<file path="config.mk">
export PLATFORM = sky130hd
export DESIGN_NAME = controller_fsm_flat
export DESIGN_NICKNAME = d
export VERILOG_FILES = /design/src/rtl/ctrl_pkg.sv /design/src/rtl/controller_fsm_if.sv /design/src/rtl/instr_decode.sv /design/src/rtl/controller_fsm.sv /design/src/flat_wrapper.sv
export SDC_FILE = /design/constraint.sdc
export NUM_CORES = 1
export LEC_CHECK = 0
export ABC_AREA = 1
export CORE_MARGIN = 4
export CORE_UTILIZATION = 38
export DETAILED_ROUTE_END_ITERATION = 8
export GPL_ROUTABILITY_DRIVEN = 0
export PLACE_DENSITY = 0.67
export RECOVER_POWER = 50
export SYNTH_ARGS = -nofsm -noshare
export SYNTH_HDL_FRONTEND = slang
export SYNTH_SLANG_ARGS = --single-unit
</file>
<file path="constraint.sdc">
create_clock -name clk -period 4 [get_ports clk]
set_clock_uncertainty 0.1 [all_clocks]
set_input_delay 0.8 -clock clk [delete_from_list [all_inputs] [get_ports clk]]
set_output_delay 0.8 -clock clk [all_outputs]
set_load 0.05 [all_outputs]
</file>
<file path="src/rtl/ctrl_pkg.sv">
// Shared encodings for the multicycle controller:
// states, opcodes, ALU codes, mux selects, decode classes.
package ctrl_pkg;

    typedef enum logic [2:0] {
        S_FETCH  = 3'd0,
        S_DECODE = 3'd1,
        S_EXEC   = 3'd2,
        S_MEM    = 3'd3,
        S_MEMWB  = 3'd4
    } state_e;

    localparam logic [3:0] OP_RTYPE = 4'b0000;
    localparam logic [3:0] OP_SHIFT = 4'b1000;
    localparam logic [3:0] OP_MEM   = 4'b0100;

    // R-type extension codes, reused as immediate-form opcodes
    localparam logic [3:0] FN_AND = 4'b0001;
    localparam logic [3:0] FN_OR  = 4'b0010;
    localparam logic [3:0] FN_XOR = 4'b0011;
    localparam logic [3:0] FN_ADD = 4'b0101;
    localparam logic [3:0] FN_SUB = 4'b1001;
    localparam logic [3:0] FN_CMP = 4'b1011;
    localparam logic [3:0] FN_MOV = 4'b1101;

    localparam logic [3:0] EXT_LSH  = 4'b0100;
    localparam logic [3:0] EXT_LOAD = 4'b0000;
    localparam logic [3:0] EXT_STOR = 4'b0100;

    localparam logic [3:0] ALU_ADD = 4'b0000;
    localparam logic [3:0] ALU_SUB = 4'b0001;
    localparam logic [3:0] ALU_AND = 4'b0010;
    localparam logic [3:0] ALU_OR  = 4'b0011;
    localparam logic [3:0] ALU_XOR = 4'b0100;
    localparam logic [3:0] ALU_CMP = 4'b0101;

    localparam logic [1:0] RES_ALU = 2'b00;
    localparam logic [1:0] RES_MEM = 2'b01;
    localparam logic [1:0] RES_MOV = 2'b10;

    localparam logic [1:0] A_SRC = 2'b00;
    localparam logic [1:0] A_IMM = 2'b01;
    localparam logic [1:0] A_ONE = 2'b10;

    localparam logic [1:0] ADDR_SRC = 2'b00;

    typedef enum logic [3:0] {
        CL_ILL,
        CL_ALU,
        CL_ALUI,
        CL_CMP,
        CL_CMPI,
        CL_MOV,
        CL_MOVI,
        CL_LSH,
        CL_LSHI,
        CL_LOAD,
        CL_STOR
    } cls_e;

    typedef struct packed {
        cls_e       cls;
        logic [3:0] alu;
        logic       sign;
    } dec_t;

    function automatic logic is_fn(input logic [3:0] fn);
        return fn inside {FN_AND, FN_OR, FN_XOR, FN_ADD,
                          FN_SUB, FN_CMP, FN_MOV};
    endfunction

    function automatic logic [3:0] fn_alu(input logic [3:0] fn);
        logic [3:0] r;
        case (fn)
            FN_AND:  r = ALU_AND;
            FN_OR:   r = ALU_OR;
            FN_XOR:  r = ALU_XOR;
            FN_SUB:  r = ALU_SUB;
            FN_CMP:  r = ALU_CMP;
            default: r = ALU_ADD;
        endcase
        return r;
    endfunction

endpackage

</file>
<file path="src/rtl/controller_fsm_if.sv">
// Control interface between controller_fsm (master)
// and the datapath (slave), plus the memory handshake.
interface controller_fsm_if #(
    parameter int STATE_W = 3
);
    logic [15:0]        instruction;
    logic               memReady;
    logic [3:0]         aluControl;
    logic [1:0]         exMemResultEn;
    logic [1:0]         mux4En;
    logic [1:0]         regpcCont;
    logic               pcRegEn;
    logic               srcRegEn;
    logic               dstRegEn;
    logic               immRegEn;
    logic               resultRegEn;
    logic               signEn;
    logic               regFileEn;
    logic               pcRegMuxEn;
    logic               shiftALUMuxEn;
    logic               regImmMuxEn;
    logic               irS;
    logic               memRead;
    logic               memWrite;
    logic               flagEn;
    logic               illegalOp;
    logic               busErr;
    logic [STATE_W-1:0] state;

    modport master (
        input  instruction, memReady,
        output aluControl, exMemResultEn, mux4En, regpcCont,
        output pcRegEn, srcRegEn, dstRegEn, immRegEn,
        output resultRegEn, signEn, regFileEn, pcRegMuxEn,
        output shiftALUMuxEn, regImmMuxEn, irS,
        output memRead, memWrite, flagEn,
        output illegalOp, busErr, state
    );

    modport slave (
        output instruction, memReady,
        input  aluControl, exMemResultEn, mux4En, regpcCont,
        input  pcRegEn, srcRegEn, dstRegEn, immRegEn,
        input  resultRegEn, signEn, regFileEn, pcRegMuxEn,
        input  shiftALUMuxEn, regImmMuxEn, irS,
        input  memRead, memWrite, flagEn,
        input  illegalOp, busErr, state
    );
endinterface

</file>
<file path="src/rtl/instr_decode.sv">
// Combinational instruction classifier: class, ALU code
// and immediate sign-extension select.
module instr_decode
    import ctrl_pkg::*;
(
    input  logic [3:0] op_i,
    input  logic [3:0] ext_i,
    output dec_t       dec_o
);

    always_comb begin
        dec_o.cls  = CL_ILL;
        dec_o.alu  = ALU_ADD;
        dec_o.sign = 1'b0;
        unique case (1'b1)
            (op_i == OP_RTYPE) && is_fn(ext_i): begin
                dec_o.alu = fn_alu(ext_i);
                if (ext_i == FN_CMP)
                    dec_o.cls = CL_CMP;
                else if (ext_i == FN_MOV)
                    dec_o.cls = CL_MOV;
                else
                    dec_o.cls = CL_ALU;
            end
            is_fn(op_i): begin
                dec_o.alu  = fn_alu(op_i);
                dec_o.sign = op_i inside {FN_ADD, FN_SUB,
                                          FN_CMP, FN_MOV};
                if (op_i == FN_CMP)
                    dec_o.cls = CL_CMPI;
                else if (op_i == FN_MOV)
                    dec_o.cls = CL_MOVI;
                else
                    dec_o.cls = CL_ALUI;
            end
            (op_i == OP_SHIFT) && (ext_i == EXT_LSH):
                dec_o.cls = CL_LSH;
            (op_i == OP_SHIFT) && (ext_i[3:1] == 3'b000):
                dec_o.cls = CL_LSHI;
            (op_i == OP_MEM) && (ext_i == EXT_LOAD):
                dec_o.cls = CL_LOAD;
            (op_i == OP_MEM) && (ext_i == EXT_STOR):
                dec_o.cls = CL_STOR;
            default: ;
        endcase
    end

endmodule

</file>
<file path="src/rtl/controller_fsm.sv">
// Multicycle control FSM for the 16-bit datapath with
// memory handshake timeout.
module controller_fsm
    import ctrl_pkg::*;
#(
    parameter int WAIT_LIMIT = 15,
    parameter int STATE_W    = 3
) (
    input  logic              clk,
    input  logic              reset,
    controller_fsm_if.master  bus
);

    localparam logic [7:0] LIMIT_M1 = 8'(WAIT_LIMIT - 1);

    state_e     state_q, state_d;
    logic [7:0] cnt_q, cnt_d;
    cls_e       cls_q, cls_d;
    logic [3:0] alu_q, alu_d;
    logic       sign_q, sign_d;
    dec_t       dec;
    logic       waiting;
    logic       timeout;
    logic [7:0] unused_fields;

    assign unused_fields = {bus.instruction[11:8],
                            bus.instruction[3:0]};

    instr_decode u_dec (
        .op_i  (bus.instruction[15:12]),
        .ext_i (bus.instruction[7:4]),
        .dec_o (dec)
    );

    always_ff @(posedge clk or negedge reset) begin
        if (!reset) begin
            state_q <= S_FETCH;
            cnt_q   <= '0;
            cls_q   <= CL_ILL;
            alu_q   <= ALU_ADD;
            sign_q  <= 1'b0;
        end else begin
            state_q <= state_d;
            cnt_q   <= cnt_d;
            cls_q   <= cls_d;
            alu_q   <= alu_d;
            sign_q  <= sign_d;
        end
    end

    assign bus.state = STATE_W'(state_q);

    always_comb begin
        state_d = state_q;
        cnt_d   = cnt_q;
        cls_d   = cls_q;
        alu_d   = alu_q;
        sign_d  = sign_q;
        waiting = 1'b0;
        timeout = 1'b0;

        bus.aluControl    = ALU_ADD;
        bus.exMemResultEn = RES_ALU;
        bus.mux4En        = A_SRC;
        bus.regpcCont     = ADDR_SRC;
        bus.pcRegEn       = 1'b0;
        bus.srcRegEn      = 1'b0;
        bus.dstRegEn      = 1'b0;
        bus.immRegEn      = 1'b0;
        bus.resultRegEn   = 1'b0;
        bus.signEn        = 1'b0;
        bus.regFileEn     = 1'b0;
        bus.pcRegMuxEn    = 1'b0;
        bus.shiftALUMuxEn = 1'b0;
        bus.regImmMuxEn   = 1'b0;
        bus.irS           = 1'b0;
        bus.memRead       = 1'b0;
        bus.memWrite      = 1'b0;
        bus.flagEn        = 1'b0;
        bus.illegalOp     = 1'b0;
        bus.busErr        = 1'b0;

        // outputs stay silent for as long as reset is held
        if (reset) begin
            unique case (state_q)
                S_FETCH: begin
                    bus.memRead = 1'b1;
                    waiting     = !bus.memReady;
                    if (bus.memReady) begin
                        bus.irS     = 1'b1;
                        bus.pcRegEn = 1'b1;
                        state_d     = S_DECODE;
                    end
                end
                S_DECODE: begin
                    bus.srcRegEn  = 1'b1;
                    bus.dstRegEn  = 1'b1;
                    bus.immRegEn  = 1'b1;
                    bus.signEn    = dec.sign;
                    bus.illegalOp = dec.cls == CL_ILL;
                    cls_d         = dec.cls;
                    alu_d         = dec.alu;
                    sign_d        = dec.sign;
                    if (dec.cls == CL_ILL)
                        state_d = S_FETCH;
                    else if (dec.cls inside {CL_LOAD, CL_STOR})
                        state_d = S_MEM;
                    else
                        state_d = S_EXEC;
                end
                S_EXEC: begin
                    bus.aluControl = alu_q;
                    bus.signEn     = sign_q;
                    state_d        = S_FETCH;
                    unique case (cls_q)
                        CL_ALU:
                            bus.regFileEn = 1'b1;
                        CL_ALUI: begin
                            bus.mux4En      = A_IMM;
                            bus.regImmMuxEn = 1'b1;
                            bus.regFileEn   = 1'b1;
                        end
                        CL_CMP:
                            bus.flagEn = 1'b1;
                        CL_CMPI: begin
                            bus.mux4En      = A_IMM;
                            bus.regImmMuxEn = 1'b1;
                            bus.flagEn      = 1'b1;
                        end
                        CL_MOV: begin
                            bus.exMemResultEn = RES_MOV;
                            bus.regFileEn     = 1'b1;
                        end
                        CL_MOVI: begin
                            bus.exMemResultEn = RES_MOV;
                            bus.mux4En        = A_IMM;
                            bus.regImmMuxEn   = 1'b1;
                            bus.regFileEn     = 1'b1;
                        end
                        CL_LSH: begin
                            bus.shiftALUMuxEn = 1'b1;
                            bus.regFileEn     = 1'b1;
                        end
                        CL_LSHI: begin
                            bus.shiftALUMuxEn = 1'b1;
                            bus.regImmMuxEn   = 1'b1;
                            bus.regFileEn     = 1'b1;
                        end
                        default: ;
                    endcase
                end
                S_MEM: begin
                    bus.memRead  = cls_q == CL_LOAD;
                    bus.memWrite = cls_q == CL_STOR;
                    waiting      = !bus.memReady;
                    if (bus.memReady)
                        state_d = (cls_q == CL_LOAD) ? S_MEMWB
                                                     : S_FETCH;
                end
                S_MEMWB: begin
                    bus.exMemResultEn = RES_MEM;
                    bus.regFileEn     = 1'b1;
                    state_d           = S_FETCH;
                end
                default:
                    state_d = S_FETCH;
            endcase

            // memReady on the last allowed cycle still wins
            timeout = waiting && (cnt_q == LIMIT_M1);
            if (timeout) begin
                bus.busErr = 1'b1;
                state_d    = S_FETCH;
            end

            if (state_d != state_q || timeout)
                cnt_d = '0;
            else if (waiting)
                cnt_d = cnt_q + 8'd1;
        end
    end

endmodule

</file>
<file path="src/flat_wrapper.sv">
// flat-port wrapper written by rule: the top's interface ports become plain ports
module controller_fsm_flat import ctrl_pkg::*;
#(
    parameter int WAIT_LIMIT = 15,
    parameter int STATE_W    = 3
)
  (clk, reset, bus_instruction, bus_memReady, bus_aluControl, bus_exMemResultEn, bus_mux4En, bus_regpcCont, bus_pcRegEn, bus_srcRegEn, bus_dstRegEn, bus_immRegEn, bus_resultRegEn, bus_signEn, bus_regFileEn, bus_pcRegMuxEn, bus_shiftALUMuxEn, bus_regImmMuxEn, bus_irS, bus_memRead, bus_memWrite, bus_flagEn, bus_illegalOp, bus_busErr, bus_state);
  controller_fsm_if #(.STATE_W(STATE_W)) bus_i ();
  input  logic clk;
  input  logic reset;
  input wire logic [$bits(bus_i.instruction)-1:0] bus_instruction;
  input wire logic [$bits(bus_i.memReady)-1:0] bus_memReady;
  output wire logic [$bits(bus_i.aluControl)-1:0] bus_aluControl;
  output wire logic [$bits(bus_i.exMemResultEn)-1:0] bus_exMemResultEn;
  output wire logic [$bits(bus_i.mux4En)-1:0] bus_mux4En;
  output wire logic [$bits(bus_i.regpcCont)-1:0] bus_regpcCont;
  output wire logic [$bits(bus_i.pcRegEn)-1:0] bus_pcRegEn;
  output wire logic [$bits(bus_i.srcRegEn)-1:0] bus_srcRegEn;
  output wire logic [$bits(bus_i.dstRegEn)-1:0] bus_dstRegEn;
  output wire logic [$bits(bus_i.immRegEn)-1:0] bus_immRegEn;
  output wire logic [$bits(bus_i.resultRegEn)-1:0] bus_resultRegEn;
  output wire logic [$bits(bus_i.signEn)-1:0] bus_signEn;
  output wire logic [$bits(bus_i.regFileEn)-1:0] bus_regFileEn;
  output wire logic [$bits(bus_i.pcRegMuxEn)-1:0] bus_pcRegMuxEn;
  output wire logic [$bits(bus_i.shiftALUMuxEn)-1:0] bus_shiftALUMuxEn;
  output wire logic [$bits(bus_i.regImmMuxEn)-1:0] bus_regImmMuxEn;
  output wire logic [$bits(bus_i.irS)-1:0] bus_irS;
  output wire logic [$bits(bus_i.memRead)-1:0] bus_memRead;
  output wire logic [$bits(bus_i.memWrite)-1:0] bus_memWrite;
  output wire logic [$bits(bus_i.flagEn)-1:0] bus_flagEn;
  output wire logic [$bits(bus_i.illegalOp)-1:0] bus_illegalOp;
  output wire logic [$bits(bus_i.busErr)-1:0] bus_busErr;
  output wire logic [$bits(bus_i.state)-1:0] bus_state;
  assign bus_i.instruction = bus_instruction;
  assign bus_i.memReady = bus_memReady;
  assign bus_aluControl = bus_i.aluControl;
  assign bus_exMemResultEn = bus_i.exMemResultEn;
  assign bus_mux4En = bus_i.mux4En;
  assign bus_regpcCont = bus_i.regpcCont;
  assign bus_pcRegEn = bus_i.pcRegEn;
  assign bus_srcRegEn = bus_i.srcRegEn;
  assign bus_dstRegEn = bus_i.dstRegEn;
  assign bus_immRegEn = bus_i.immRegEn;
  assign bus_resultRegEn = bus_i.resultRegEn;
  assign bus_signEn = bus_i.signEn;
  assign bus_regFileEn = bus_i.regFileEn;
  assign bus_pcRegMuxEn = bus_i.pcRegMuxEn;
  assign bus_shiftALUMuxEn = bus_i.shiftALUMuxEn;
  assign bus_regImmMuxEn = bus_i.regImmMuxEn;
  assign bus_irS = bus_i.irS;
  assign bus_memRead = bus_i.memRead;
  assign bus_memWrite = bus_i.memWrite;
  assign bus_flagEn = bus_i.flagEn;
  assign bus_illegalOp = bus_i.illegalOp;
  assign bus_busErr = bus_i.busErr;
  assign bus_state = bus_i.state;
  controller_fsm #(.WAIT_LIMIT(WAIT_LIMIT), .STATE_W(STATE_W)) u_core (.clk(clk), .reset(reset), .bus(bus_i));
endmodule
</file>
---- Yosys cells after proc, flatten, opt, wreduce, memory -nomap -nowiden ----
Cells that the tools add are included.
cells by class
  $add $sub $neg .......................... 1
  equality and inequality tests ........... 35
  multiplexer cells ....................... 56
  reductions and logical operators ........ 27
operators with widths
  kind                                                              count
  4-bit == test (second input constant)                             12
  4-bit by 3-bit == test with 1-bit output (second input constant)  8
  3-bit case mux with 5 select lines                                2
  1-bit 2-to-1 mux                                                  29
  3-bit 2-to-1 mux                                                  9
  4-bit by 2-bit == test with 1-bit output (second input constant)  6
  4-bit case mux with 6 select lines                                1
  8-bit 2-to-1 mux                                                  2
  7-bit nonzero test                                                2
  4-bit by 1-bit == test with 1-bit output (second input constant)  3
  4-bit zero test                                                   3
  4-bit 2-to-1 mux                                                  3
  3-bit case mux with 3 select lines                                1
  8-bit by 1-bit adder with 8-bit output (second input constant)    1
  8-bit by 4-bit == test with 1-bit output (second input constant)  1
  2-bit 2-to-1 mux                                                  4
  4-bit case mux with 2 select lines                                1
  2-bit OR reduction                                                4
  3-bit by 2-bit == test with 1-bit output (second input constant)  2
  1-bit logical AND                                                 6
  3-bit zero test                                                   2
  1-bit case mux with 2 select lines                                3
  6-bit OR reduction                                                1
  2-bit case mux with 2 select lines                                1
  other kinds (10)                                                  12
word-level totals
  flip-flop bits (word level) ............. 20
  output and inout bits ................... 29

---- Depth between registers and ports, before layout ----
Gate-level depths: netlist of the first run.
  depth after elaboration ................. 15
  mapped depth ............................ 13

---- Hierarchy ----
Synthesis of the first run repeated with hierarchy kept, for this count alone.
unflattened totals
  cell total of the unflattened synthesis .. 267
  area, all modules ....................... 1691.6 µm²
modules (own cells, without submodules)
  module          times used  cells each  area each (µm²)  seq. area each (µm²)
  controller_fsm  1           200         1353.8           500.5
  instr_decode    1           67          337.8            0.0

---- Worst setup path before layout of the first run ----
Ideal clock, no wire load.
  kind .................................... reg-to-output
  start ................................... register u_core.state_q[2], in the netlist u_core.bus.state[2]
  end ..................................... output bus_regFileEn
  arrival time ............................ 2953 ps
  required time ........................... 3100 ps
  slack ................................... 147 ps
  stages on the path, launching flop included .. 5
  buffers on the path ..................... 0
  cells stage by stage .................... dfrtp_1 inv_2 nor4_1 nor2_1 o41ai_1
between the ends
  cells in the longest elaborated chain, start to end .. 3
  elaborated cells on any way between the ends .. 4
ends and longest elaborated chain
  element                                                                    line                  text
  start, declared                                                            controller_fsm.sv:16  state_e state_q, state_d;
  start signal, assigned                                                     controller_fsm.sv:43  state_q <= state_d;
  3-bit == test or 3-bit by 2-bit == test with 1-bit output (tied branches)  controller_fsm.sv:85  unique case (state_q)
  1-bit case mux with 2 select lines (*)                                     controller_fsm.sv:85
  1-bit 2-to-1 mux (*)                                                       controller_fsm.sv:84  if (reset) begin
  end, declared                                                              flat_wrapper.sv:23    output wire logic [$bits(bus_i.regFileEn)-1:0] bus_regFileEn;
Mark *: on every way between the ends. The rest lies on a longest branch, timed or not.

---- Worst setup path after layout of the first run ----
  start ................................... input reset
  end ..................................... output bus_regFileEn
between the ends
  cells in the longest elaborated chain, start to end .. 1
ends and longest elaborated chain
  element           line                  text
  start, declared   flat_wrapper.sv:10    input logic reset;
  1-bit 2-to-1 mux  controller_fsm.sv:84
Every way passes these cells.

==> key figures, run 1 <==
Finish
  – Final Cell Area: 2133 um^2
  – Nets: 277
  – Final Instance Count excl. Fillers: 303
  – Layout area overhead: 38.62%
  – N_diodes: 0
  – Layout cells sized above 1: 22.75%
  – FF/Latch Area: 475.5 um^2
  – Fillers: 360
  – Area of the multi-input gates: 872.1 um^2

Clock tree
  – Hold-fix buffers, CTS: 0
  – Clock tree buffer depth: 2
  – Worst-Skew Late Latency: 0.26 ns
  – CTS buffer count: 3
  – Reg clk slew, reported paths: 0.07 ns
  – Clk root buf: clkbuf_8
  – Clock sink count: 19
  – Setup bufs post-CTS: 0
  – Post-CTS sizing: 0
  – TritonCTS clock tree: yes
  – # H-tree levels: 1

Power and ir drop
  – Peak VDD IR: 148.1 uV
  – Leak pwr: 0.9544 nW
  – Internal power: 422.3 uW
  – Clock power frac: 19.1%
  – Net Switching: 312.4 uW
  – PD cells: 344.4 nW/um^2
  – Seq pwr share: 36.3%
  – Switching Fraction: 42.52%
  – Logic gate share of total power: 44.6%

Synth
  – FF+latch count, synth: 19
  – Mapped cell area: 1539 um^2
  – Most frequent cell after synthesis: nand2_1
  – Syn_area_per_cell: 6.995 um^2
  – Largest area contributor in the netlist: dfrtp_1
  – Async SR Flop Fraction: 100.0%
  – Cells after Synth: 220
  – Post-synthesis sequential area ratio: 30.89%
  – Post-synth EDFFs: 0
  – Distinct cells, synth: 32
  – Share of the synthesized area in the top cell type: 30.89%
  – Top post-synthesis cells by area: dfrtp_1 (31%), nand2_1 (8.5%), nor2_1 (7.8%), inv_1 (6.3%), o21ai_0 (5.5%)
  – Dominant synthesized flop cell: dfrtp_1
  – Commonest cells post-synth: nand2_1 (35), nor2_1 (32), inv_1 (26)
  – Yosys warnings: 0

Min path
  – Hold_sp: u_core.alu_q[1]
  – Worst Hold Path Cells: 2
  – Worst hold-check path type: flip-flop to flip-flop
  – Hold Crit Endpoint: u_core.alu_q[1]

Detailed routing
  – DRT Pass-1 Iters: 4
  – Total wire length: 3.514 mm
  – Drc violations: 0
  – Via density: 4.983
  – WL per Instance: 11.60 um
  – Iter 0 DRT Violations: 123
  – Vias: 1510
  – Detail Route Antenna Nets: 0

Setup path
  – CP endpoint kind: output pin
  – Crit path arrival time: 2.59 ns
  – Crit path launch type: input port
  – Crit path max fanout: 10
  – R2r endpoint: u_core.cnt_q[6]
  – R2R depth: 11
  – WS Path Type: input port to output pin
  – Data required, critical path: 3.10 ns
  – Reg-to-reg slack, setup: 2.24 ns
  – FF-to-FF Start: u_core.bus.state[0]

Floorplan
  – Die height: 71.64 um
  – Rows: 22
  – Core ar.: 3799 um^2
  – Die footprint: 5132 um^2
  – IO Pins: 48
  – Die width: 71.64 um
  – Initial Util: 40.51%

STA
  – Max Clk Rate: 286.6 MHz
  – Hold Slack: 0.4464 ns
  – Worst-Margin Slew: 0.5669 ns
  – Hold Fails Final Rpt: 0
  – Final period util: 87.24%
  – Setup tns final: 0 ns
  – Slew Viols, Final: 0
  – Final Setup Violations: 0
  – RSZ-0062 raised after global routing: no
  – Slew headroom: 61.71%
  – Setup ws final: 0.5102 ns
  – Post-layout min period: 3.490 ns

Global routing
  – Initial antenna violation count: 0
  – GRT Overall Usage: 14.10%
  – Global-route wire length before repair: 5.927 mm
  – Grt ovf: 0
  – Largest net degree at the start of global routing: 22
  – Vias in the first global route: 1372

Status
  – Status: complete, no violations

Flow run
  – # Max-Cap Violations: 0

Placement
  – Pre-CTS WS: 0.6155 ns
  – Dpl cell area: 2101 um^2
  – Placed Cells: 299
  – Port buffer count: 33
  – Hpwl dp: 2.772 mm
==> per-stage QoR <==
stage | power, mW | utilization [%]
floorplan | 0.4919 | -
global placement | 0.5948 | 55.30
detailed placement | 0.6003 | 55.30
CTS | 0.7398 | 56.49
global route | 0.7795 | 56.16
finish | 0.7347 | 56.16
==> cell type report <==
| class | count | share of cell area, % |
|---|---|---|
| Inverter | 31 | 5.455 |
| Sequential cell | 19 | 22.29 |
| Multi-Input combinational cell | 163 | 40.88 |
| Clock buffer | 4 | 2.111 |
| Tap cell | 48 | 2.815 |
| Timing Repair Buffer | 38 | 26.45 |
==> worst max path at each step <==
stage	startpoint	to	slack (ns)	cells past startpoint
after global placement	reset	bus_regFileEn	0.65	6
after detailed placement	reset	bus_regFileEn	0.62	6
after global routing	reset	bus_regFileEn	0.50	8
after floorplan	u_core.bus.state[2]	bus_regFileEn	0.15	4
final	reset	bus_regFileEn	0.51	6
after CTS	reset	bus_regFileEn	0.61	6
==> critical path: stages <==
cell           delay [ns]
dlygate4sd3_1        0.57
nand3_1              0.36
a21oi_1              0.41
nor2_1               0.11
o41ai_1              0.13
buf_12               0.21
==> logic make-up (layout without fill, tap and decap cells) <==
group                    after synthesis  in the layout  synth area share [%]
AO/OA/AOI/OAI                         33             33                 12.28
XOR/XNOR                               5              5                 2.845
adder cells (fa/ha/maj)                2              2                 1.626
buffers and inverters                 43             73                 13.09
flip-flops                            19             19                 30.89
other                                  1              6                0.2437
AND/OR/NAND/NOR                      117            117                 39.02
==> layer usage <==
metal	GRT usage, %	share of wire [%]
met5	0	0
met4	4.593	1.3
met3	2.244	6.6
met2	23.27	48
met1	18.76	44
==> power groups by stage <==
stage | Sequential [mW] | Combinational, mW | Clock (mW)
global placement | 0.269 | 0.325 | 0
finish | 0.267 | 0.328 | 0.141
CTS | 0.266 | 0.333 | 0.141
detailed placement | 0.270 | 0.331 | 0
global route | 0.273 | 0.358 | 0.148
floorplan | 0.275 | 0.217 | 0
==> flip-flops by register name, summed over array words and instances, names as in the netlist <==
signal and cells:
u_core.bus.state 3, u_core.alu_q 3, u_core.sign_q 1, u_core.cls_q 4, u_core.cnt_q 8
==> cells in the final DEF, fill, tap and decap left out, types with 3 or more instances in the layout <==
cell type,n
o21ai_0,18
dfrtp_1,19
buf_12,20
nand4_1,5
xor2_1,4
a31oi_1,3
nor2_2,8
nor4_1,4
clkbuf_8,3
clkdlybuf4s50_1,11
conb_1,6
inv_1,26
nand2_1,36
nand3_1,11
a21oi_1,7
nand3_2,3
buf_4,4
nor2_1,33
nand2_2,9
inv_2,5
Note: power is estimated with default switching activity, not from simulation.
==> run 2, diff against run 1 <==
Settings changed: ABC_CLOCK_PERIOD_IN_PS from default to 2950, CORE_UTILIZATION 38 to 42, PLACE_DENSITY 0.67 to 0.76.
Clock period 4 ns to 2.95 ns, I/O delays scaled along.
==> run 2 against run 1 <==
Against the previous run:
- register-to-register slack got worse by 1.1 ns
- cell area is 2.5% higher
- setup slack worse by 0.41 ns
- critical endpoint is now bus_illegalOp
==> key figures, run 2 (synthesis results as in run 1) <==
Status
  – Status: complete, no violations

Floorplan
  – Initial Util: 44.71% (+4.2 points)
  – Die width: 68.53 um (-4.3%)
  – Die footprint: 4696 um^2 (-8.5%)
  – Die height: 68.53 um (-4.3%)
  – Rows: 21 (-4.5%)
  – IO Pins: 48 (unchanged)
  – Core ar.: 3442 um^2 (-9.4%)

Clock tree
  – Worst-Skew Late Latency: 0.25 ns (about the same)
  – # H-tree levels: 1 (unchanged)
  – TritonCTS clock tree: yes
  – Clock tree buffer depth: 2 (unchanged)
  – Reg clk slew, reported paths: 0.07 ns (about the same)
  – CTS buffer count: 3 (unchanged)
  – Setup bufs post-CTS: 0 (unchanged)
  – Clock sink count: 19 (unchanged)
  – Clk root buf: clkbuf_8

Global routing
  – Global-route wire length before repair: 6.251 mm (+5.5%)
  – GRT Overall Usage: 17.47% (+3.4 points)
  – Largest net degree at the start of global routing: 17 (-23%)
  – Grt ovf: 0 (unchanged)
  – Initial antenna violation count: 0 (unchanged)
  – Vias in the first global route: 1502 (+9.5%)

Setup path
  – Crit path arrival time: 2.16 ns (-0.43 ns)
  – R2R depth: 11 (unchanged)
  – Data required, critical path: 2.26 ns (-0.84 ns)
  – CP endpoint kind: output pin
  – WS Path Type: input port to output pin
  – Crit path launch type: input port
  – Crit path max fanout: 5 (-5)

Power and ir drop
  – Leak pwr: 0.9791 nW (+2.6%)
  – PD cells: 455.9 nW/um^2 (+32%)
  – Peak VDD IR: 161.5 uV (+9.0%)
  – Final Power: 996.6 uW (+36%)

Finish
  – Largest regs: u_core.cnt_q (8), u_core.cls_q (4)
  – Fillers: 310 (-14%)
  – Area of the multi-input gates: 897.1 um^2 (+2.9%)
  – Nets: 282 (+1.8%)
  – N_diodes: 0 (unchanged)
  – FF/Latch Area: 475.5 um^2 (unchanged)
  – Top reg by flops: u_core.cnt_q
  – Most common cell after layout, fill and taps aside: nand2_1
  – Final core area utilization: 63.50% (+7.3 points)
  – Layout area overhead: 42.03%
  – Final Cell Area: 2186 um^2 (+2.5%)
  – Commonest non-fill, non-tap cells in the layout: nand2_1 (35), nor2_1 (31), inv_1 (26), buf_12 (20), dfrtp_1 (19)
  – Layout cells sized above 1: 25.77% (+3.0 points)
  – Max FFs per register: 8 (unchanged)

STA
  – Hold Slack: 0.4460 ns (-0.0004000 ns)
  – Slew Viols, Final: 0 (unchanged)
  – Worst-Margin Slew: 0.5682 ns (+0.001292 ns)
  – Setup tns final: 0 ns (unchanged)
  – Final Setup Violations: 0 (unchanged)
  – Hold Fails Final Rpt: 0 (unchanged)
  – RSZ-0062 raised after global routing: no
  – Final period util: 96.46%
  – Max Clk Rate: 351.4 MHz
  – Slew headroom: 62.12% (+0.41 points)
  – Post-layout min period: 2.846 ns

Placement
  – Port buffer count: 33 (unchanged)
  – Dpl cell area: 2156 um^2 (+2.6%)
  – Hpwl dp: 2.940 mm (+6.1%)

Detailed routing
  – Vias: 1546 (+2.4%)
  – Total wire length: 3.541 mm (+0.77%)
  – Detail Route Antenna Nets: 0 (unchanged)
  – Drc violations: 0 (unchanged)
  – WL per Instance: 11.57 um (-0.22%)
  – DRT Pass-1 Iters: 4 (unchanged)
  – Via density: 5.052 (+1.4%)
  – Iter 0 DRT Violations: 65 (-47%)

Min path
  – Worst hold-check path type: flip-flop to flip-flop
  – Worst Hold Path Cells: 2 (unchanged)

Flow run
  – # Max-Cap Violations: 0 (unchanged)
==> run 2: layer usage <==
layer  global-route usage (%)  part of all wire [%]  up-vias
met4                    7.692                   1.8        0
met5                        0                     0        -
met2                    30.51                    48       55
met1                    21.59                    44      702
met3                    1.783                   5.6        7
li1                         -                     -      782
==> run 2: power breakdown <==
| part | internal (mW) | switching (mW) | leakage (nW) |
|---|---|---|---|
| clock | 0.0958 | 0.0798 | 0.0228 |
| combinational | 0.167 | 0.288 | 0.703 |
| sequential | 0.314 | 0.0521 | 0.253 |
==> run 2: area by class of cell <==
cell class,count,share of cell area [%]
clock buffer,4,2.061
multi-input combinational,163,41.04
sequential,19,21.75
timing repair buffer,43,27.19
tap,46,2.633
inverter,31,5.323
==> run 2: worst max-delay path, cell delays in order <==
cell and delay, ns:
clkdlybuf4s50_1 0.60, inv_2 0.09, nand2_1 0.10, nor2_1 0.05, nand2_2 0.07, nand2_2 0.06, nor2_2 0.11, nand4_1 0.15
nor2_2 0.18, buf_12 0.16
==> run 2: path summary, 6_finish.rpt <==
kind,start,endpoint,slack [ns]
max,bus_instruction[6],bus_illegalOp,0.10
min,u_core.alu_q[2],u_core.alu_q[2],0.45
max reg2reg,u_core.bus.state[0],u_core.cnt_q[3],1.17
min reg2reg,u_core.alu_q[2],u_core.alu_q[2],0.45
max in group asynchronous,reset,u_core.cnt_q[1],1.38
min in group asynchronous,reset,u_core.cls_q[0],0.66
==> run 2: metrics by stage <==
| stage | cells | worst slack, ns |
|---|---|---|
| 2_1_floorplan | 225 | -0.1984 |
| 3_3_place_gp | 302 | 0.1461 |
| 3_5_place_dp | 302 | 0.1110 |
| 4_1_cts | 306 | 0.09621 |
| 5_1_grt | 306 | 0.01944 |
| 6_report | 306 | 0.1043 |
==> run 2: repair_timing <==
| action | 4_1_cts | 5_1_grt |
|---|---|---|
| endpoints found under the setup margin | 0 | 2 |
| resized for setup | 0 | 2 |
| hold endpoints to repair | 0 | 0 |
| hold buffers | 0 | 0 |
==> run 3, diff against run 2 <==
Settings changed: CORE_MARGIN 4 to default, HOLD_SLACK_MARGIN from default to 0.1.
==> run 3 against run 2 <==
Against the previous run:
- clock-buffer cell count unchanged
- highest routed layer unchanged
- largest cell class unchanged
- utilization decreased by 0.13 points
- fmax increased by 0.73%
- critical endpoint is now bus_signEn
- global-route usage increased by 1.4 points
==> key figures, run 3 (synthesis results as in run 1) <==
Status
  – Status: complete, no violations

STA
  – Final period util: 95.76% (-0.70 points)
  – Final Setup Violations: 0 (unchanged)
  – RSZ-0062 raised after global routing: no
  – Hold Fails Final Rpt: 0 (unchanged)
  – Slew headroom: 31.87% (-30 points)
  – Hold Slack: 0.4432 ns (-0.002752 ns)
  – Worst-Margin Slew: 1.022 ns (+0.4538 ns)
  – Slew Viols, Final: 0 (unchanged)
  – Max Clk Rate: 354.0 MHz (+0.73%)
  – Post-layout min period: 2.825 ns (-0.02073 ns)

Setup path
  – Crit path launch type: input port
  – CP bufs+invs: 4 (+1)
  – Crit path max fanout: 6 (+1)
  – Critical path's slowest cell: dlygate4sd3_1
  – WS Path Type: input port to output pin
  – CP endpoint kind: output pin
  – Data required, critical path: 2.26 ns (about the same)
  – Crit-path max cell delay: 0.62 ns (+0.02 ns)
  – Crit path max-delay family: buffers and inverters
  – Crit path arrival time: 2.13 ns (-0.03 ns)
  – Cell Chain, Critical Path: dlygate4sd3_1 > buf_4 > nand2_1 > inv_1 > o21ai_0 > o21ai_0 > buf_12
  – Cell repeated most along the worst path: o21ai_0

Finish
  – Most common cell after layout, fill and taps aside: nand2_1
  – Commonest non-fill, non-tap cells in the layout: nand2_1 (35), nor2_1 (33), inv_1 (26), buf_12 (20), dfrtp_1 (19)
  – Layout area overhead: 40.65%
  – Max FFs per register: 8 (unchanged)
  – Top reg by flops: u_core.cnt_q
  – Fillers: 293 (-5.5%)
  – Largest regs: u_core.cnt_q (8), u_core.cls_q (4)
  – N_diodes: 0 (unchanged)
  – Nets: 281 (-0.35%)
  – Layout cells sized above 1: 25.48% (-0.29 points)
  – Final Instance Count excl. Fillers: 305 (-0.33%)

Min path
  – Worst hold-check path type: flip-flop to flip-flop

Power and ir drop
  – Final Power: 949.8 uW (-4.7%)
  – PD cells: 438.8 nW/um^2 (-3.8%)
  – Leak pwr: 0.9718 nW (-0.75%)
  – Peak VDD IR: 168.3 uV (+4.2%)

Clock tree
  – Reg clk slew, reported paths: 0.10 ns (+0.03 ns)
  – Setup bufs post-CTS: 0 (unchanged)
  – Clk root buf: clkbuf_4
  – TritonCTS clock tree: yes
  – Worst-Skew Late Latency: 0.31 ns (+0.06 ns)
  – Hold-fix buffers, CTS: 0 (unchanged)
  – Post-CTS sizing: 0 (unchanged)
  – Clock tree buffer depth: 2 (unchanged)
  – Clock sink count: 19 (unchanged)
  – CTS buffer count: 3 (unchanged)
  – # H-tree levels: 1 (unchanged)

Placement
  – Hpwl dp: 2.729 mm (-7.2%)
  – Port buffer count: 33 (unchanged)
  – Placed Cells: 301 (-0.33%)

Floorplan
  – Core ar.: 3416 um^2 (-0.76%)
  – Die width: 62.53 um (-8.8%)
  – Rows: 21 (unchanged)
  – Die height: 62.53 um (-8.8%)
  – IO Pins: 48 (unchanged)
  – Initial Util: 45.05% (+0.34 points)
  – Die footprint: 3910 um^2 (-17%)

Detailed routing
  – Via density: 5.026 (-0.52%)
  – Total wire length: 3.387 mm (-4.3%)
  – Iter 0 DRT Violations: 82 (+26%)
  – Drc violations: 0 (unchanged)
  – Vias: 1533 (-0.84%)
  – Detail Route Antenna Nets: 0 (unchanged)
  – DRT Pass-1 Iters: 4 (unchanged)
  – WL per Instance: 11.10 um (-4.0%)

Global routing
  – GRT Overall Usage: 18.85% (+1.4 points)
  – Grt ovf: 0 (unchanged)
  – Global-route wire length before repair: 5.851 mm (-6.4%)
  – Largest net degree at the start of global routing: 21 (+4)
  – Initial antenna violation count: 0 (unchanged)
  – Vias in the first global route: 1329 (-12%)

Flow run
  – # Max-Cap Violations: 0 (unchanged)
run 3: changes by cell type in the layout (fill, tap and decap cells not counted):
cell,before,now
nor2_1,31,33
o21ai_1,1,0
nor2_2,10,8
clkbuf_1,4,3
nand4_2,0,1
nand4_1,6,5
clkbuf_4,0,3
o21ai_0,16,17
clkbuf_8,3,0
run 3: where the power goes:
| part | internal [mW] | total [mW] | switching (mW) |
|---|---|---|---|
| Sequential | 0.313 | 0.366 | 0.0533 |
| Clock | 0.0528 | 0.136 | 0.0835 |
| Combinational | 0.166 | 0.447 | 0.281 |
run 3: per-layer routing:
metal	share of wire (%)	vias up	GRT usage (%)
met5	0	-	0
met4	1.9	0	8.721
met3	4.9	5	1.277
met2	48	56	30.30
met1	45	692	25.77
li1	-	780	-
run 3: worst register-to-register path, delay by kind of cell, from the launching register on:
kind,cells,cell delay [ns]
compound gates,1,0.14
buf+inv,1,0.06
flops,1,0.55
simple gates,9,0.95
run 3: path summary, 6_finish.rpt:
check | from | end | slack (ns) | cells past startpoint
max | reset | bus_signEn | 0.13 | 7
min | u_core.sign_q | u_core.sign_q | 0.44 | 2
max reg2reg | u_core.bus.state[0] | u_core.cnt_q[6] | 1.03 | 11
min reg2reg | u_core.sign_q | u_core.sign_q | 0.44 | 2
max in group asynchronous | reset | u_core.alu_q[2] | 1.10 | 2
min in group asynchronous | reset | u_core.bus.state[2] | 0.67 | 2
run 3: cell type report:
cell class              count  area [um^2]  area share [%]
repair buffers             42        590.6           27.28
flip-flops and latches     19        475.5           21.97
clock buffers               4        26.28           1.214
well taps                  46        57.56           2.659
multi-input cells         163        898.4           41.50
inverters                  31        116.4           5.376
run 3: stage by stage:
| step | area, um^2 | TNS [ns] | utilization (%) | setup WS, ns |
|---|---|---|---|---|
| finish | 2165 | 0 | 63.37 | 0.1251 |
| global placement | 2148 | 0 | 62.89 | 0.1712 |
| detailed placement | 2148 | 0 | 62.89 | 0.1419 |
| floorplan | 1578 | -0.3064 | - | -0.1984 |
| CTS | 2175 | 0 | 63.66 | 0.1275 |
| global route | 2165 | 0 | 63.37 | 0.03674 |
==> patch 1: new RTL, config.mk and constraints of run 2 <==
Make the reset (`reset`) synchronous in one clocked block.
--- a/src/rtl/controller_fsm.sv
+++ b/src/rtl/controller_fsm.sv
@@ -33,5 +33,5 @@
     );
 
-    always_ff @(posedge clk or negedge reset) begin
+    always_ff @(posedge clk) begin
         if (!reset) begin
             state_q <= S_FETCH;
Check against the original RTL: differs if reset is asserted again (counterexample within 4 cycles, from zero or initial values and one cycle with reset low); with reset held inactive, the same outputs for 10 cycles.
==> patch 1 against run 2 <==
Maximum frequency grew 1.3%; area after synthesis down 3.9%; sequential cell count stayed put; die area down 3.4%; routed wire length down 1.9%; final area down 3.1%; sequential share of layout area fell by 3.7 points; via count increased by 1.9%; utilization decreased by 0.52 points; global-route usage decreased by 1.3 points; worst setup slack improved by 36 ps.
Power is not compared: it rests on default switching activity, and its combinational part moved more than twofold at a synthesized area within 25%.
==> patch 1: results (changes against run 2) <==
- Fraction of registers with async set or reset after synthesis: 0 (-1.00)
- Worst-skew pair later-pin latency: 310 ps (+60 ps)
- Critical Path AT: 2120 ps (-40 ps)
- Main synth FF type: dfxtp_1
- # port buffers: 33 (unchanged)
- Largest net degree at the start of global routing: 12 (-5)
- Synth Area in Compound Gates: 0.113 (-0.00940)
- H-tree levels: 1 (unchanged)
- Most area-consuming cells after synthesis: dfxtp_1 26%, nand2_1 13%, nor2_1 11%, inv_1 7.9%, nand3_1 6.1%
- Final net count: 301 (+6.7%)
- Crit path max-delay cell type: dlygate4sd3_1
- Tot GR Track Use: 0.162 (-0.0128)
- Status: complete, no violations
- Netlist cell types: 31 (-3.1%)
- Global-route met3 utilization: 0.0200 (+0.00214)
- Via count of the first global-routing pass: 1331 (-11%)
- Max-Slew Margin vs Limit: 0.643 (+0.0217)
- GR Util met2: 0.267 (-0.0376)
- First-pass GRT wire length: 5730 um (-8.4%)
- TritonCTS Buffers: 3 (unchanged)
- Post-Synth XOR/XNOR Area: 0.0415 (+0.0130)
- Root Driver: clkbuf_4
- Clk slew on worst S/H paths: 110 ps (+40 ps)
- FF-to-FF path depth: 10 (-1)
- Place WS: 73.6 ps (-37.4 ps)
- Vias per Instance: 4.85 (-4.1%)
- Avg WL per Cell: 10.7 um (-7.7%)
- Met1 usage: 0.212 (-0.00346)
- Layout cells sized above 1: 0.186 (-0.0713)
- Post-synth top cells: 50 x nand2_1, 43 x nor2_1, 31 x inv_1
- Adder-Cell Fraction of Synth Area: 0.0169 (+0.000660)
- Seq/Total Area, Yosys: 0.257 (-0.0518)
- Crit-path max FO: 11 (+6)
## patch 1: cell types whose count changed in the layout (fill, tap and decap cells not counted), sizes merged, moves of 3 or more
cell | run 2 | this run
o21ai | 18 | 14
nand2 | 46 | 54
clkdlybuf4s50 | 12 | 9
nand3 | 14 | 19
clkbuf | 7 | 4
dfrtp | 19 | 0
dfxtp | 0 | 19
nor2 | 43 | 51
## patch 1: cell type report
| type | count | area [um2] |
|---|---|---|
| clock buffer | 3 | 22.5 |
| clock inverter | 1 | 5.00 |
| fill | 322 | 1240 |
| inverter | 32 | 120 |
| multi-input combinational | 183 | 940 |
| sequential | 19 | 382 |
| tap | 46 | 57.6 |
| timing repair buffer | 41 | 592 |
## patch 1: path summary, 6_finish.rpt
check                           slack (ps)                            from                      endpoint
worst min register to register         370    u_core.alu_q[1]$_SDFFE_PN0N_  u_core.alu_q[1]$_SDFFE_PN0N_
worst max register to register        1070  u_core.bus.state[2]$_SDFF_PN0_  u_core.cnt_q[6]$_SDFFE_PP0P_
worst max-delay path                   140                           reset                 bus_regFileEn
worst min-delay path                   370    u_core.alu_q[1]$_SDFFE_PN0N_  u_core.alu_q[1]$_SDFFE_PN0N_
## patch 1: routing by layer
| metal | up-vias | part of all wire |
|---|---|---|
| met3 | 5 | 0.047 |
| met2 | 45 | 0.45 |
| met4 | 0 | 0.017 |
| met1 | 687 | 0.48 |
| li1 | 838 | - |
| met5 | - | 0 |
## patch 1: metrics by stage
stage	util	cell area (um2)	instances	power, mW
global placement	0.623	2100	321	0.464
floorplan	-	1530	246	0.407
CTS	0.631	2120	325	0.602
finish	0.630	2120	325	0.593
global route	0.630	2120	325	0.626
detailed placement	0.623	2100	321	0.467
## patch 1: critical path, delay by kind of cell
kind | cells | cell delay (ps)
simple gates | 2 | 250
buf+inv | 3 | 1150
compound gates | 1 | 120
==> patch 2: new RTL, flow settings as in run 2 <==
Without the edit above. `STATE_W` is set to 3 in 3 places; all go to 6.
--- a/src/rtl/controller_fsm_if.sv
+++ b/src/rtl/controller_fsm_if.sv
@@ -2,5 +2,5 @@
 // and the datapath (slave), plus the memory handshake.
 interface controller_fsm_if #(
-    parameter int STATE_W = 3
+    parameter int STATE_W = 6
 );
     logic [15:0]        instruction;
--- a/src/rtl/controller_fsm.sv
+++ b/src/rtl/controller_fsm.sv
@@ -5,5 +5,5 @@
 #(
     parameter int WAIT_LIMIT = 15,
-    parameter int STATE_W    = 3
+    parameter int STATE_W    = 6
 ) (
     input  logic              clk,
--- a/src/flat_wrapper.sv
+++ b/src/flat_wrapper.sv
@@ -3,5 +3,5 @@
 #(
     parameter int WAIT_LIMIT = 15,
-    parameter int STATE_W    = 3
+    parameter int STATE_W    = 6
 )
   (clk, reset, bus_instruction, bus_memReady, bus_aluControl, bus_exMemResultEn, bus_mux4En, bus_regpcCont, bus_pcRegEn, bus_srcRegEn, bus_dstRegEn, bus_immRegEn, bus_resultRegEn, bus_signEn, bus_regFileEn, bus_pcRegMuxEn, bus_shiftALUMuxEn, bus_regImmMuxEn, bus_irS, bus_memRead, bus_memWrite, bus_flagEn, bus_illegalOp, bus_busErr, bus_state);
Ports: changed (resized bus_state); port bits go from 48 to 51. The function was not compared with the original's and may differ.
==> patch 2 against run 2 <==
Routed wire length rose by 0.56%; worst setup slack improved by 32 ps; maximum frequency is 1.1% higher; sequential cell count unchanged; count of clock-buffer cells in the layout did not move; final area up 0.63%; critical path depth unchanged; power increased by 1.8%; area after synthesis is 1.5% higher; sequential power about the same; register-to-register slack worse by 70 ps; non-clock buffer count shrank 1; highest routed layer unchanged.
==> patch 2: results (changes against run 2) <==
- Layout Cells excl Fill: 308 (+0.65%)
- Main synth FF type: dfrtp_1
- Multi-input logic area: 918 um2 (+2.4%)
- Drt pass-1 iters: 4 (unchanged)
- Met3 WL post-DR: 225 um (+14%)
- Place WS: 102 ps (-9.33 ps)
- Fraction of registers with async set or reset after synthesis: 1.00 (unchanged)
- DRT iter0 DRCs: 59 (-9.2%)
- Fill count: 318 (+2.6%)
- Met2 WL: 1640 um (-4.6%)
- Worst-skew pair later-pin latency: 260 ps
- Synthesis-to-finish area growth: 40.9%
- Hold_ws: 442 ps (-3.57 ps)
- Dpl hpwl: 2930 um (-0.33%)
- TritonCTS Buffers: 3 (unchanged)
- Tot GR Track Use: 0.172 (-0.00226)
- Critical Path AT: 2120 ps (-40 ps)
- Post-CTS setup buffers: 0 (unchanged)
- WHS Endpoint: u_core.alu_q[2]$_DFFE_PN0P_
- R2r startpoint: u_core.state_q[0]$_DFFE_PN0P_
- CP Launch Point: bus_instruction[15]
- Placed cell areas: 0.00216 mm2 (+0.17%)
- Total number of vias: 1509 (-2.4%)
- Bufs w/o clock: 42 (-2.3%)
- Crit-path max FO: 4 (-1)
- Post-Route WL: 3560 um (+0.56%)
- Via count of the first global-routing pass: 1426 (-5.1%)
- Final net count: 284 (+0.71%)
- Netlist cell types: 32 (unchanged)
- Most area-consuming cells after synthesis: dfrtp_1 30%, nand2_1 8.4%, nor2_1 7.7%, buf_4 6.3%, inv_1 6.3%
- Slew at the pin closest to its max-slew limit: 664 ps (+96.2 ps)
- Slack of the critical path: 137 ps (+32.3 ps)
- Mapped Cells: 223 (+1.4%)
- # port buffers: 33 (unchanged)
- First-pass GRT wire length: 6170 um (-1.3%)
- P_sw: 437 uW (+4.2%)
- Status: complete, no violations
- Min-delay src: u_core.alu_q[2]$_DFFE_PN0P_
- Multi-input comb cells: 166 (+1.8%)
- Clock-cell share: 0.0205 (-0.000129)
- Yosys warnings: 0 (unchanged)
- Seq/Total Area, Yosys: 0.304 (-0.00446)
- Placed cell count: 304 (+0.66%)
- Fraction of area in registers: 0.216 (-0.00136)
- Crit path max-delay cell type: dlygate4sd3_1
- Post_cts resized: 0 (unchanged)
- R2R Setup Slk: 1100 ps (-70 ps)
- Crit Reg-Reg Endpoint: u_core.cnt_q[6]$_DFFE_PN0P_
- Layout cells sized above 1: 0.248 (-0.00960)
- Max IR drop VDD: 0.179 mV (+11%)
- P_leak: 0.985 nW (+0.62%)
- CTS Buffer Depth: 2 (unchanged)
- Signal buffers share of area: 0.267 (-0.00511)
- Routed met1 length: 1640 um (+4.7%)
- FF-to-FF path depth: 11 (unchanged)
- Post-synth top cells: 35 x nand2_1, 32 x nor2_1, 26 x inv_1
- Register area: 475 um2 (unchanged)
## patch 2: worst register-to-register path, stage by stage (launching register included)
cell and delay (ps):
dfrtp_1 540, nand2_1 110, nor2_2 160, nand2_2 90, nand2_1 90, nand2_2 100
a31oi_1 150, inv_1 60, nand2_2 80, nor2_4 60, nor2_8 150, nor2_2 50
## patch 2: cell families after synthesis
group | share of synthesized area
adders and majority gates | 0.0160
DFF | 0.304
and+or+nand+nor | 0.385
xor gates and xnor gates | 0.0280
AOI/OAI and AO/OA | 0.121
buffers and inverters | 0.143
other | 0.00240
## patch 2: layer usage
metal	track usage	vias up
met5	0	-
met4	0.0657	0
met3	0.0340	6
met2	0.268	44
met1	0.235	677
li1	-	782
## patch 2: power groups by stage
stage / logic [mW] / clock network [mW] / registers (mW)
finish: 0.466 / 0.182 / 0.367
global route: 0.509 / 0.198 / 0.375
CTS: 0.468 / 0.186 / 0.365
detailed placement: 0.466 / 0 / 0.369
global placement: 0.455 / 0 / 0.366
floorplan: 0.312 / 0 / 0.374
